`src/rtl/stop_watch_lap.sv`:
```
// Stopwatch / countdown timer core with hour:min:sec:msec fields and a small lap buffer.
// Control inputs are single-cycle pulses; lap readback is registered with one clock of latency.
module stop_watch_lap #(
    parameter int CLK_FREQ_HZ = 100_000_000,
    parameter int TICK_HZ     = 100,
    parameter int HOUR_MOD    = 24,
    parameter int LAP_DEPTH   = 4,
    localparam int PTR_W      = $clog2(LAP_DEPTH)
) (
    input  logic             clk,
    input  logic             rst,
    input  logic             i_run_stop,
    input  logic             i_clear,
    input  logic             i_lap,
    input  logic             i_load,
    input  logic             i_mode,
    input  logic [23:0]      i_load_time,
    input  logic [PTR_W-1:0] i_lap_sel,
    output logic [6:0]       msec,
    output logic [5:0]       sec,
    output logic [5:0]       min,
    output logic [4:0]       hour,
    output logic             o_running,
    output logic             o_done,
    output logic [23:0]      o_lap_time,
    output logic [PTR_W:0]   o_lap_cnt
);

    localparam int PRESC_MAX = CLK_FREQ_HZ / TICK_HZ - 1;
    localparam int PRESC_W   = (PRESC_MAX > 0) ? $clog2(PRESC_MAX + 1) : 1;
    localparam logic [6:0] MSEC_MAX = 7'(TICK_HZ - 1);
    localparam logic [4:0] HOUR_MAX = 5'(HOUR_MOD - 1);

    typedef enum logic [1:0] {ST_STOP, ST_RUN, ST_DONE} state_t;

    state_t             state_reg, state_next;
    logic               mode_reg;
    logic [PRESC_W-1:0] presc_reg;
    logic [6:0]         msec_reg, msec_next;
    logic [5:0]         sec_reg, sec_next, min_reg, min_next;
    logic [4:0]         hour_reg, hour_next;
    logic [PTR_W-1:0]   wr_ptr_reg;
    logic [PTR_W:0]     lap_cnt_reg;
    logic [23:0]        lap_rd_reg;
    logic [23:0]        lap_mem [LAP_DEPTH];

    logic tick, eff_mode, time_zero, time_last, do_load, do_lap;
    logic [PTR_W-1:0] rd_idx;

    // In STOP the mode follows i_mode live, so a start pulse uses the mode it will latch.
    assign eff_mode  = (state_reg == ST_STOP) ? i_mode : mode_reg;
    assign tick      = (state_reg == ST_RUN) && (presc_reg == PRESC_W'(PRESC_MAX));
    assign time_zero = (hour_reg == '0) && (min_reg == '0) && (sec_reg == '0) && (msec_reg == '0);
    assign time_last = (hour_reg == '0) && (min_reg == '0) && (sec_reg == '0) && (msec_reg == 7'd1);
    assign do_load   = !i_clear && i_load && (state_reg == ST_STOP);
    assign do_lap    = !i_clear && i_lap && (state_reg == ST_RUN);
    assign rd_idx    = wr_ptr_reg - PTR_W'(1) - i_lap_sel;

    always_ff @(posedge clk or negedge rst) begin
        if (!rst) state_reg <= ST_STOP;
        else      state_reg <= state_next;
    end

    always_comb begin
        state_next = state_reg;
        case (state_reg)
            ST_STOP: if (!i_load && i_run_stop && !(eff_mode && time_zero)) state_next = ST_RUN;
            ST_RUN: begin
                if (i_run_stop)
                    state_next = ST_STOP;
                else if (tick && mode_reg && (time_last || time_zero))
                    state_next = ST_DONE;
            end
            ST_DONE: if (i_run_stop) state_next = ST_STOP;
            default: state_next = ST_STOP;
        endcase
        if (i_clear) state_next = ST_STOP;
    end

    always_comb begin
        o_running = (state_reg == ST_RUN);
        o_done    = (state_reg == ST_DONE);
    end

    // Time field update: clear, clipped load, then up/down carry chains on tick.
    always_comb begin
        msec_next = msec_reg;
        sec_next  = sec_reg;
        min_next  = min_reg;
        hour_next = hour_reg;
        if (i_clear) begin
            msec_next = '0; sec_next = '0; min_next = '0; hour_next = '0;
        end else if (do_load) begin
            hour_next = (i_load_time[23:19] > HOUR_MAX) ? HOUR_MAX : i_load_time[23:19];
            min_next  = (i_load_time[18:13] > 6'd59)    ? 6'd59    : i_load_time[18:13];
            sec_next  = (i_load_time[12:7]  > 6'd59)    ? 6'd59    : i_load_time[12:7];
            msec_next = (i_load_time[6:0]   > MSEC_MAX) ? MSEC_MAX : i_load_time[6:0];
        end else if (tick) begin
            if (mode_reg) begin
                if (!time_zero) begin
                    if (msec_reg != '0) msec_next = msec_reg - 7'd1;
                    else begin
                        msec_next = MSEC_MAX;
                        if (sec_reg != '0) sec_next = sec_reg - 6'd1;
                        else begin
                            sec_next = 6'd59;
                            if (min_reg != '0) min_next = min_reg - 6'd1;
                            else begin
                                min_next  = 6'd59;
                                hour_next = hour_reg - 5'd1;
                            end
                        end
                    end
                end
            end else begin
                if (msec_reg != MSEC_MAX) msec_next = msec_reg + 7'd1;
                else begin
                    msec_next = '0;
                    if (sec_reg != 6'd59) sec_next = sec_reg + 6'd1;
                    else begin
                        sec_next = '0;
                        if (min_reg != 6'd59) min_next = min_reg + 6'd1;
                        else begin
                            min_next  = '0;
                            hour_next = (hour_reg == HOUR_MAX) ? 5'd0 : hour_reg + 5'd1;
                        end
                    end
                end
            end
        end
    end

    always_ff @(posedge clk or negedge rst) begin
        if (!rst) begin
            msec_reg    <= '0;
            sec_reg     <= '0;
            min_reg     <= '0;
            hour_reg    <= '0;
            mode_reg    <= 1'b0;
            presc_reg   <= '0;
            wr_ptr_reg  <= '0;
            lap_cnt_reg <= '0;
            lap_rd_reg  <= '0;
        end else begin
            msec_reg <= msec_next;
            sec_reg  <= sec_next;
            min_reg  <= min_next;
            hour_reg <= hour_next;
            if (state_reg == ST_STOP) mode_reg <= i_mode;
            if (i_clear || do_load)         presc_reg <= '0;
            else if (state_reg == ST_RUN)   presc_reg <= tick ? '0 : presc_reg + PRESC_W'(1);
            if (i_clear) begin
                wr_ptr_reg  <= '0;
                lap_cnt_reg <= '0;
            end else if (do_lap) begin
                wr_ptr_reg <= wr_ptr_reg + PTR_W'(1);
                if (lap_cnt_reg != (PTR_W+1)'(LAP_DEPTH)) lap_cnt_reg <= lap_cnt_reg + (PTR_W+1)'(1);
            end
            lap_rd_reg <= ({1'b0, i_lap_sel} < lap_cnt_reg) ? lap_mem[rd_idx] : 24'd0;
        end
    end

    // Lap storage captures the pre-tick time; kept reset-free so it maps to RAM.
    always_ff @(posedge clk) begin
        if (do_lap) lap_mem[wr_ptr_reg] <= {hour_reg, min_reg, sec_reg, msec_reg};
    end

    assign msec       = msec_reg;
    assign sec        = sec_reg;
    assign min        = min_reg;
    assign hour       = hour_reg;
    assign o_lap_time = lap_rd_reg;
    assign o_lap_cnt  = lap_cnt_reg;

endmodule

```
`config.mk`:
```
export PLATFORM = sky130hd
export DESIGN_NAME = stop_watch_lap
export DESIGN_NICKNAME = d
export VERILOG_FILES = /design/src/rtl/stop_watch_lap.sv
export SDC_FILE = /design/constraint.sdc
export NUM_CORES = 1
export LEC_CHECK = 0
export ABC_CLOCK_PERIOD_IN_PS = 4000
export BUFFER_PORTS_ARGS = -buffer_cell sky130_fd_sc_hd__buf_2
export CELL_PAD_IN_SITES_DETAIL_PLACEMENT = 2
export CELL_PAD_IN_SITES_GLOBAL_PLACEMENT = 2
export CORE_MARGIN = 2
export CORE_UTILIZATION = 35
export CTS_CLUSTER_DIAMETER = 80
export DETAILED_ROUTE_END_ITERATION = 6
export HOLD_SLACK_MARGIN = 0.12
export PLACE_DENSITY = 0.81
export SYNTH_ARGS = -nofsm -noshare
export SYNTH_HDL_FRONTEND = slang
export SYNTH_SLANG_ARGS = --single-unit
```
`constraint.sdc`:
```
create_clock -name clk -period 4 [get_ports clk]
set_clock_uncertainty 0.2 [all_clocks]
set_input_delay 0.2 -clock clk [delete_from_list [all_inputs] [get_ports clk]]
set_output_delay 0.2 -clock clk [all_outputs]
set_load 0.005 [all_outputs]
```
==> metrics, run 1 <==
status complete, no violations; initial antenna violation count 1; Die Wd 158 um; setup TNS 0 ns; WL met2 ~13000 um; VDD IR-drop max around 0.25 mV; number of max-cap violations 0; area grow syn2layout 20.3%; met1 WL around 11000 um; dpl cells 1052; Worst-Margin Slew ~1.2 ns; CP arrival 3.33 ns; Leakage between 3 and 4 nW; ys async rst share 44.2%; GPL Wtd Cong 0.818; syn_area_per_cell about 12 um2; IO Count 86; dominant cells by area after synthesis edfxtp_1 35%, dfrtp_1 23%, mux4_2 6.5%; Highest Signal Layer met5; Max Slew Vio Count 0; Syn. warnings 0; CTS buffer count 17; Slew headroom 20.3%; clock slew at reported path FFs approximately 0.08 ns; first-pass GRT wire length between 40000 and 50000 um; Worst Hold Class in2reg; area of the die ~25000 um2; area of the core between 20000 and 25000 um2; Fmax approximately 310 MHz; commonest non-fill, non-tap cell in the layout edfxtp_1; kind of critical path reg2reg; final hold viol count 0; Setup violations, final 0; PD cells approximately 470 nW/um2; max FFs per register 96; Synth Register Bits between 150 and 200; CTS Root Cell clkbuf_16; FF-to-FF setup slack slightly below 0.8 ns; Die Y between 150 and 200 um; crit share post-route 80.1%; final net count 836; cell area after synthesis 8300 um2; r2r worst-path depth 7; Core Rows between 50 and 60; all-layer global routing usage 21.5%; H-tree levels 4; gr ovfl total 0; crit end category register; Starting Density between 30% and 40%; DR DRC count 0; met3 WL post-DR ~1000 um; Hold Path Stages 2; RSZ-0062 raised after global routing no; final WL 25400 um; most frequent cells in the layout 96 x edfxtp_1, 84 x buf_2, 76 x dfrtp_1, 56 x nor2_1; total design power approximately 4.6 mW; Sink Count about 170; ys flop type edfxtp_1; min cycle time layout 3.21 ns; CTS tree done; vias per std cell approximately 5.5; Pre-Repair DR Iteration Count 4; utilization after layout 42.6%; leading area contributor after synthesis edfxtp_1; Antenna Cells 0; Yosys cell types 69; number of enable flip-flop cells after synthesis 96; Vias just over 6000; 1st-iter DRT viols about 370; dpl hpwl 16800 um; WL/cell approximately 23 um; PortBufs 85; final antenna-violating net count 0; syn_nets 724; share of the synthesized area in the top cell type between 30% and 40%; maximum number of pins on one net before global-route repair 77; vias in the first global route roughly 6800; synthesized instance count 670; share of cells above drive strength 1 between 20 and 25%; clock tree buffer depth 2; sequential cell area fraction in the yosys report about 58%; post-route insts no fill about 1100; worst path required time slightly above 4 ns; CP Max Fanout 14; postcts setup bufs 0; CP Launch Type register; final hold slack between 0.15 and 0.2 ns; later-pin clock latency in the skew report 0.44 ns; fillers between 2000 and 2500
==> routing by layer <==
metal  vias to the layer above  global-route usage, %
li1                       2726                      -
met1                      3210                   27.3
met2                       138                   37.7
met3                        32                   4.27
met4                         2                   5.36
met5                         -                      0
==> worst max-delay path, cell delays in order (launching register included) <==
cell	delay, ns
dfrtp_1	0.66
ha_1	0.33
or4bb_1	0.56
nor3_1	0.32
a31o_2	0.22
nand2_2	0.11
o21ai_4	0.30
mux2_2	0.39
==> power breakdown <==
| part | switching, mW | internal [mW] |
|---|---|---|
| Combinational | 0.430 | 0.352 |
| Sequential | 0.219 | 1.98 |
| Clock | 0.825 | 0.833 |
==> kinds of logic (layout without fill, tap and decap cells) <==
| family | Yosys count | in the layout | share of synthesized area (%) |
|---|---|---|---|
| adder cells (fa/ha/maj) | 21 | 21 | 3.17 |
| AND/OR/NAND/NOR | 221 | 221 | 13.9 |
| XOR/XNOR | 34 | 34 | 3.59 |
| AO/OA/AOI/OAI | 121 | 121 | 9.89 |
| flip-flops | 172 | 172 | 57.7 |
| buffers and inverters | 58 | 183 | 2.79 |
| multiplexers | 43 | 43 | 8.96 |
==> synth_stat cells, types with 15 or more instances <==
cell	count
inv_1	22
nor3_1	19
mux4_2	24
xnor2_1	19
a21oi_1	37
nor2_1	56
dfrtp_1	76
o21ai_0	22
edfxtp_1	96
xor2_1	15
nand3_1	27
nor2b_1	27
nand2_1	36
clkbuf_1	28
ha_1	21
==> repair_timing <==
action                                  4_1_cts  5_1_grt
hold endpoints to repair                    102        0
endpoints found under the setup margin        0        0
hold buffers                                 30        0
gates resized for setup                       0        0
==> per-stage QoR <==
step                      area [um2]  setup slack [ns]
after CTS                       9980             0.815
after floorplan                 8300              1.37
after global routing            9980             0.646
final                           9980             0.794
after detailed placement        9100             0.876
after global placement          9100              1.06
==> final timing paths <==
path	start	endpoint
max in group asynchronous	rst	min[1]
min in group asynchronous	rst	o_lap_time[1]
max reg2reg	msec[0]	min[3]
max	msec[0]	min[3]
min reg2reg	presc_reg[16]	presc_reg[16]
min	i_clear	sec[5]
==> layout make-up <==
cell class,instances,area (um2),share of cell area (%)
flip-flops and latches,172,4780,48.0
multi-input cells,440,3300,33.1
repair buffers,129,833,8.35
clock buffers,17,425,4.26
well taps,319,399,4.00
clock inverters,15,154,1.54
inverters,22,82.6,0.828
No activity file was read; power rests on OpenSTA's default activity.
==> run 2, diff against run 1 <==
ABC_AREA = 1   (was not set)
ABC_CLOCK_PERIOD_IN_PS = 2900   (was 4000)
CORE_UTILIZATION = 34   (was 35)
PLACE_DENSITY = 0.87   (was 0.81)
clock period = 2.9 ns   (was 4 ns; I/O delays follow)
==> run 2 against run 1 <==
Net effect: critical path depth grew 3; clock power grew 41%; combinational power grew 130%; utilization shrank 0.54 points; count of clock-buffer cells in the layout is the same; maximum frequency grew 16%; die area grew 8.3%.
==> metrics, run 2 <==
clock tree buffer depth 2; Syn. warnings 0; Sink Count ~170; ys async rst share 44.2%; clock slew at reported path FFs roughly 0.07 ns; min cycle time layout between 2 and 3 ns; sequential cell area fraction in the yosys report between 50% and 60%; Hold Path Stages 5; crit end category register; DR DRC count 0; final hold viol count 0; CTS buffer count 17; Synth Register Bits around 170; commonest non-fill, non-tap cell in the layout nand2_1; first-pass GRT wire length 47200 um; FF-to-FF End msec[6]; area of the core 25300 um2; CTS tree done; Pre-Repair DR Iteration Count 4; syn_nets about 1000; number of max-cap violations 0; Worst Hold Class in2reg; CP Launch Type register; gr ovfl total 0; setup TNS 0 ns; Die Wd 164 um; max FFs per register 96; Die Y 164 um; initial antenna violation count 0; CP arrival just under 3 ns; Post-synth top cells 251 x nand2_1, 96 x edfxtp_1, 91 x nor2_1, 84 x inv_1, 76 x dfrtp_1; Vias between 7000 and 8000; final WL between 20000 and 30000 um; status complete, no violations; 1st-iter DRT viols 323; area grow syn2layout 21.5%; Starting Density between 30% and 40%; Slew headroom between 60% and 70%; area of the die roughly 27000 um2; Max Slew Vio Count 0; dominant cells by area after synthesis edfxtp_1 33%, dfrtp_1 22%, nand2_1 11%; register area between 4000 and 5000 um2; maximum number of pins on one net before global-route repair 49; dpl hpwl ~20000 um; Fmax 360 MHz; crit share post-route 95.7%; dpl cell area around 9600 um2; share of cells above drive strength 1 around 16%; later-pin clock latency in the skew report 0.45 ns; synthesized instance count 947; fillers roughly 2800; Core Rows 58; all-layer global routing usage roughly 23%; PortBufs between 80 and 90; share of the synthesized area in the top cell type about a third; ys flop type edfxtp_1; CP Max Fanout 6; vias per std cell around 5.2; Worst Hold Endpoint o_lap_time[22]; kind of critical path reg2reg; most frequent cells in the layout 251 x nand2_1, 96 x edfxtp_1, 87 x nor2_1, 84 x buf_2, 82 x inv_1; Worst-Margin Slew 0.574 ns; r2r worst-path depth 10; VDD IR-drop max about 0.29 mV; worst path required time between 3 and 4 ns; vias in the first global route 8409; hold_sp i_lap_sel[1]; syn_area_per_cell 9.24 um2; final net count roughly 1100; FF-to-FF setup slack 0.12 ns; IO Count 86; Setup violations, final 0; Yosys cell types 39; Reg-to-Reg Start hour[0]; GPL Wtd Cong ~0.78; Antenna Cells 0; top-count cell post-synth nand2_1; CTS Root Cell clkbuf_16; final antenna-violating net count 0; Leakage around 4.8 nW; number of enable flip-flop cells after synthesis 96; H-tree levels 4; combined area of the multi-input logic cells 3530 um2; cell area after synthesis between 8000 and 9000 um2; total design power 7.39 mW; Design Area, Final 10600 um2; PD cells 695 nW/um2; leading area contributor after synthesis edfxtp_1; WL/cell between 20 and 25 um
## run 2: power by group
part	total, mW	leakage, nW	switching [mW]	internal, mW
clock network	2.34	0.277	1.19	1.15
logic	1.77	2.62	1.12	0.650
registers	3.28	1.90	0.439	2.85
total	7.39	4.79	2.75	4.65
## run 2: final cells by class
type	count	share of cell area, %
Tap cell	330	3.88
Sequential cell	172	45.1
Clock inverter	14	1.39
Clock buffer	17	4.00
Inverter	90	3.20
Timing Repair Buffer	142	9.30
Multi-Input combinational cell	656	33.2
## run 2: worst max path at each step
stage	from	end	slack [ns]	cells past startpoint
4_1_cts	sec[0]	msec[6]	0.04	10
2_1_floorplan	state_reg[1]	lap_mem[0][0]	0.28	7
3_5_place_dp	wr_ptr_reg[0]	o_lap_time[10]	0.42	6
3_3_place_gp	sec[0]	hour[1]	0.57	9
6_report	hour[0]	msec[6]	0.12	10
5_1_grt	i_clear	msec[6]	-0.01	11
## run 2: per-stage QoR
stage               setup slack (ns)  std cells  hold WS (ns)  utilization, %
global route                 -0.0147       1421         0.247            42.1
floorplan                      0.276        947        -0.351               -
global placement               0.566       1348       -0.0254            38.1
CTS                           0.0350       1418         0.208            41.9
finish                         0.125       1421         0.207            42.1
detailed placement             0.419       1348       -0.0172            38.1
## run 2: worst max-delay path: stages (launching register included)
cell and delay [ns]:
dfrtp_1 0.58, inv_1 0.14, ha_1 0.26, nand3_1 0.18, inv_1 0.10, nand4_2 0.18, nand2_4 0.11, nor2_2 0.22
nand3_1 0.10, dlygate4sd3_1 0.58, nand2_1 0.08
## run 2: routing by layer
layer	track usage (%)	up-vias	routed length [um]
met3	3.34	52	712
li1	-	3432	-
met4	8.10	0	646
met2	43.6	142	16300
met5	0	-	0
met1	26.4	3796	12200
## run 2: repair_timing
item                                   CTS  global route
resized for setup                        0             9
endpoints found under the hold margin  108             0
hold buffers                            39             0
setup buffers                            0             3
setup endpoints to repair                0             2
## run 2: cells by family after synthesis
| kind of cell | count (synthesis) | share of synthesized area (%) |
|---|---|---|
| flops | 172 | 54.7 |
| xor+xnor | 22 | 2.20 |
| mux | 25 | 2.86 |
| fa+ha+maj | 21 | 3.00 |
| buf+inv | 119 | 5.58 |
| simple gates | 476 | 24.3 |
| compound gates | 112 | 7.35 |
==> run 3, diff against run 2 <==
RECOVER_POWER = 100   (was not set)
SKIP_CTS_REPAIR_TIMING = 1   (was not set)
==> run 3 against run 2 <==
Net effect: die area stayed put; global-route usage fell by 0.65 points; via count decreased by 1.9%; final cell count decreased by 0.63%; sequential share of layout area up 0.91 points; power fell by 1.3%; maximum frequency is 1.5% higher; utilization shrank 0.86 points; clock power is essentially flat.
==> metrics, run 3 (synthesis results as in run 2) <==
Vias around 7300; number of max-cap violations 0; vias per std cell roughly 5.2; fin worst setup slack about 0.17 ns; initial antenna violation count 0; fillers about 2800; CTS Root Cell clkbuf_16; share of cells above drive strength 1 ~11%; clock tree buffer depth 2; Slew headroom between 10 and 15%; Leakage around 4.6 nW; Core Rows 58; Starting Density approximately 35%; gr ovfl total 0; Max Slew Vio Count 0; register area around 4800 um2; maximum number of pins on one net before global-route repair a little under 50; first-pass GRT wire length between 40000 and 50000 um; post-route insts no fill 1412; DR DRC count 0; max FFs per register between 90 and 100; crit share post-route between 90% and 100%; dpl hpwl approximately 20000 um; final WL between 20000 and 30000 um; Worst Hold Class in2reg; CP Max Fanout 24; min cycle time layout about 2.7 ns; area grow syn2layout 19.0%; most frequent cells in the layout 252 x nand2_1, 96 x edfxtp_1, 90 x nor2_1, 87 x inv_1, 76 x dfrtp_1; Fmax 366 MHz; final net count 1124; Die Y between 150 and 200 um; CP arrival around 2.6 ns; PD cells approximately 700 nW/um2; status complete, no violations; combined area of the multi-input logic cells 3490 um2; pre-CTS setup slack approximately 0.42 ns; Pre-Repair DR Iteration Count 4; final hold viol count 0; later-pin clock latency in the skew report approximately 0.45 ns; PortBufs 85; GPL Wtd Cong slightly below 0.8; Worst-Margin Slew ~1.3 ns; final antenna-violating net count 0; Sink Count between 150 and 200; commonest non-fill, non-tap cell in the layout nand2_1; Setup violations, final 0; vias in the first global route between 8000 and 9000; WL/cell ~21 um; total design power 7.30 mW; area of the die between 20000 and 30000 um2; Antenna Cells 0; VDD IR-drop max approximately 0.28 mV; CP Launch Type register; dpl cells approximately 1300; CTS tree done; area of the core around 25000 um2; kind of critical path reg2reg; worst path required time approximately 2.8 ns; Die Wd 164 um; H-tree levels 4; crit end category register; CTS buffer count 17; all-layer global routing usage between 20% and 30%; 1st-iter DRT viols 315; clock slew at reported path FFs roughly 0.080 ns; IO Count 86
==> run 3: metal layers <==
layer,vias to the layer above,global-route usage [%],part of all wire (%)
li1,3417,-,-
met1,3696,26.0,41
met2,128,42.5,54
met3,40,3.16,3.0
met4,0,7.04,1.8
met5,-,0,0
==> run 3: path summary, 6_finish.rpt <==
path / from / endpoint / slack [ns] / cells past startpoint
worst min register to register: presc_reg[0] / presc_reg[0] / 0.32 / 1
worst min-delay path: i_load_time[19] / hour[0] / 0.07 / 7
max in group asynchronous: rst / o_lap_time[3] / 0.58 / 4
min in group asynchronous: rst / mode_reg / 1.07 / 4
worst max-delay path: state_reg[1] / lap_mem[3][0] / 0.17 / 8
worst max register to register: state_reg[1] / lap_mem[3][0] / 0.17 / 8
==> run 3: cell type report <==
cell class              instances  area share, %
flip-flops and latches        172           46.0
well taps                     330           3.97
clock inverters                14           1.42
multi-input cells             656           33.5
inverters                      90           3.24
clock buffers                  17           4.09
repair buffers                133           7.80
==> run 3: report_power, final <==
part           switching [mW]  internal (mW)  total, mW
logic                    1.09          0.598       1.69
clock network            1.18           1.15       2.33
registers               0.430           2.84       3.27
==> run 3: critical path, cell delays in order (launching register included) <==
cell,delay [ns]
dfrtp_1,0.40
inv_1,0.08
nand2_1,0.16
inv_1,0.14
nand2_1,0.08
nor2_1,0.32
inv_1,0.20
nor2_1,0.13
clkbuf_2,0.62
==> run 3: per-stage QoR <==
stage | cell area (um2) | setup TNS (ns) | hold slack (ns) | utilization, %
after global routing | 10400 | -1.58 | 0.135 | 41.2
after CTS | 10200 | 0 | -0.502 | 40.3
final | 10400 | 0 | 0.0705 | 41.2
after global placement | 9610 | 0 | -0.0254 | 38.1
after detailed placement | 9610 | 0 | -0.0172 | 38.1
after floorplan | 8750 | 0 | -0.351 | -
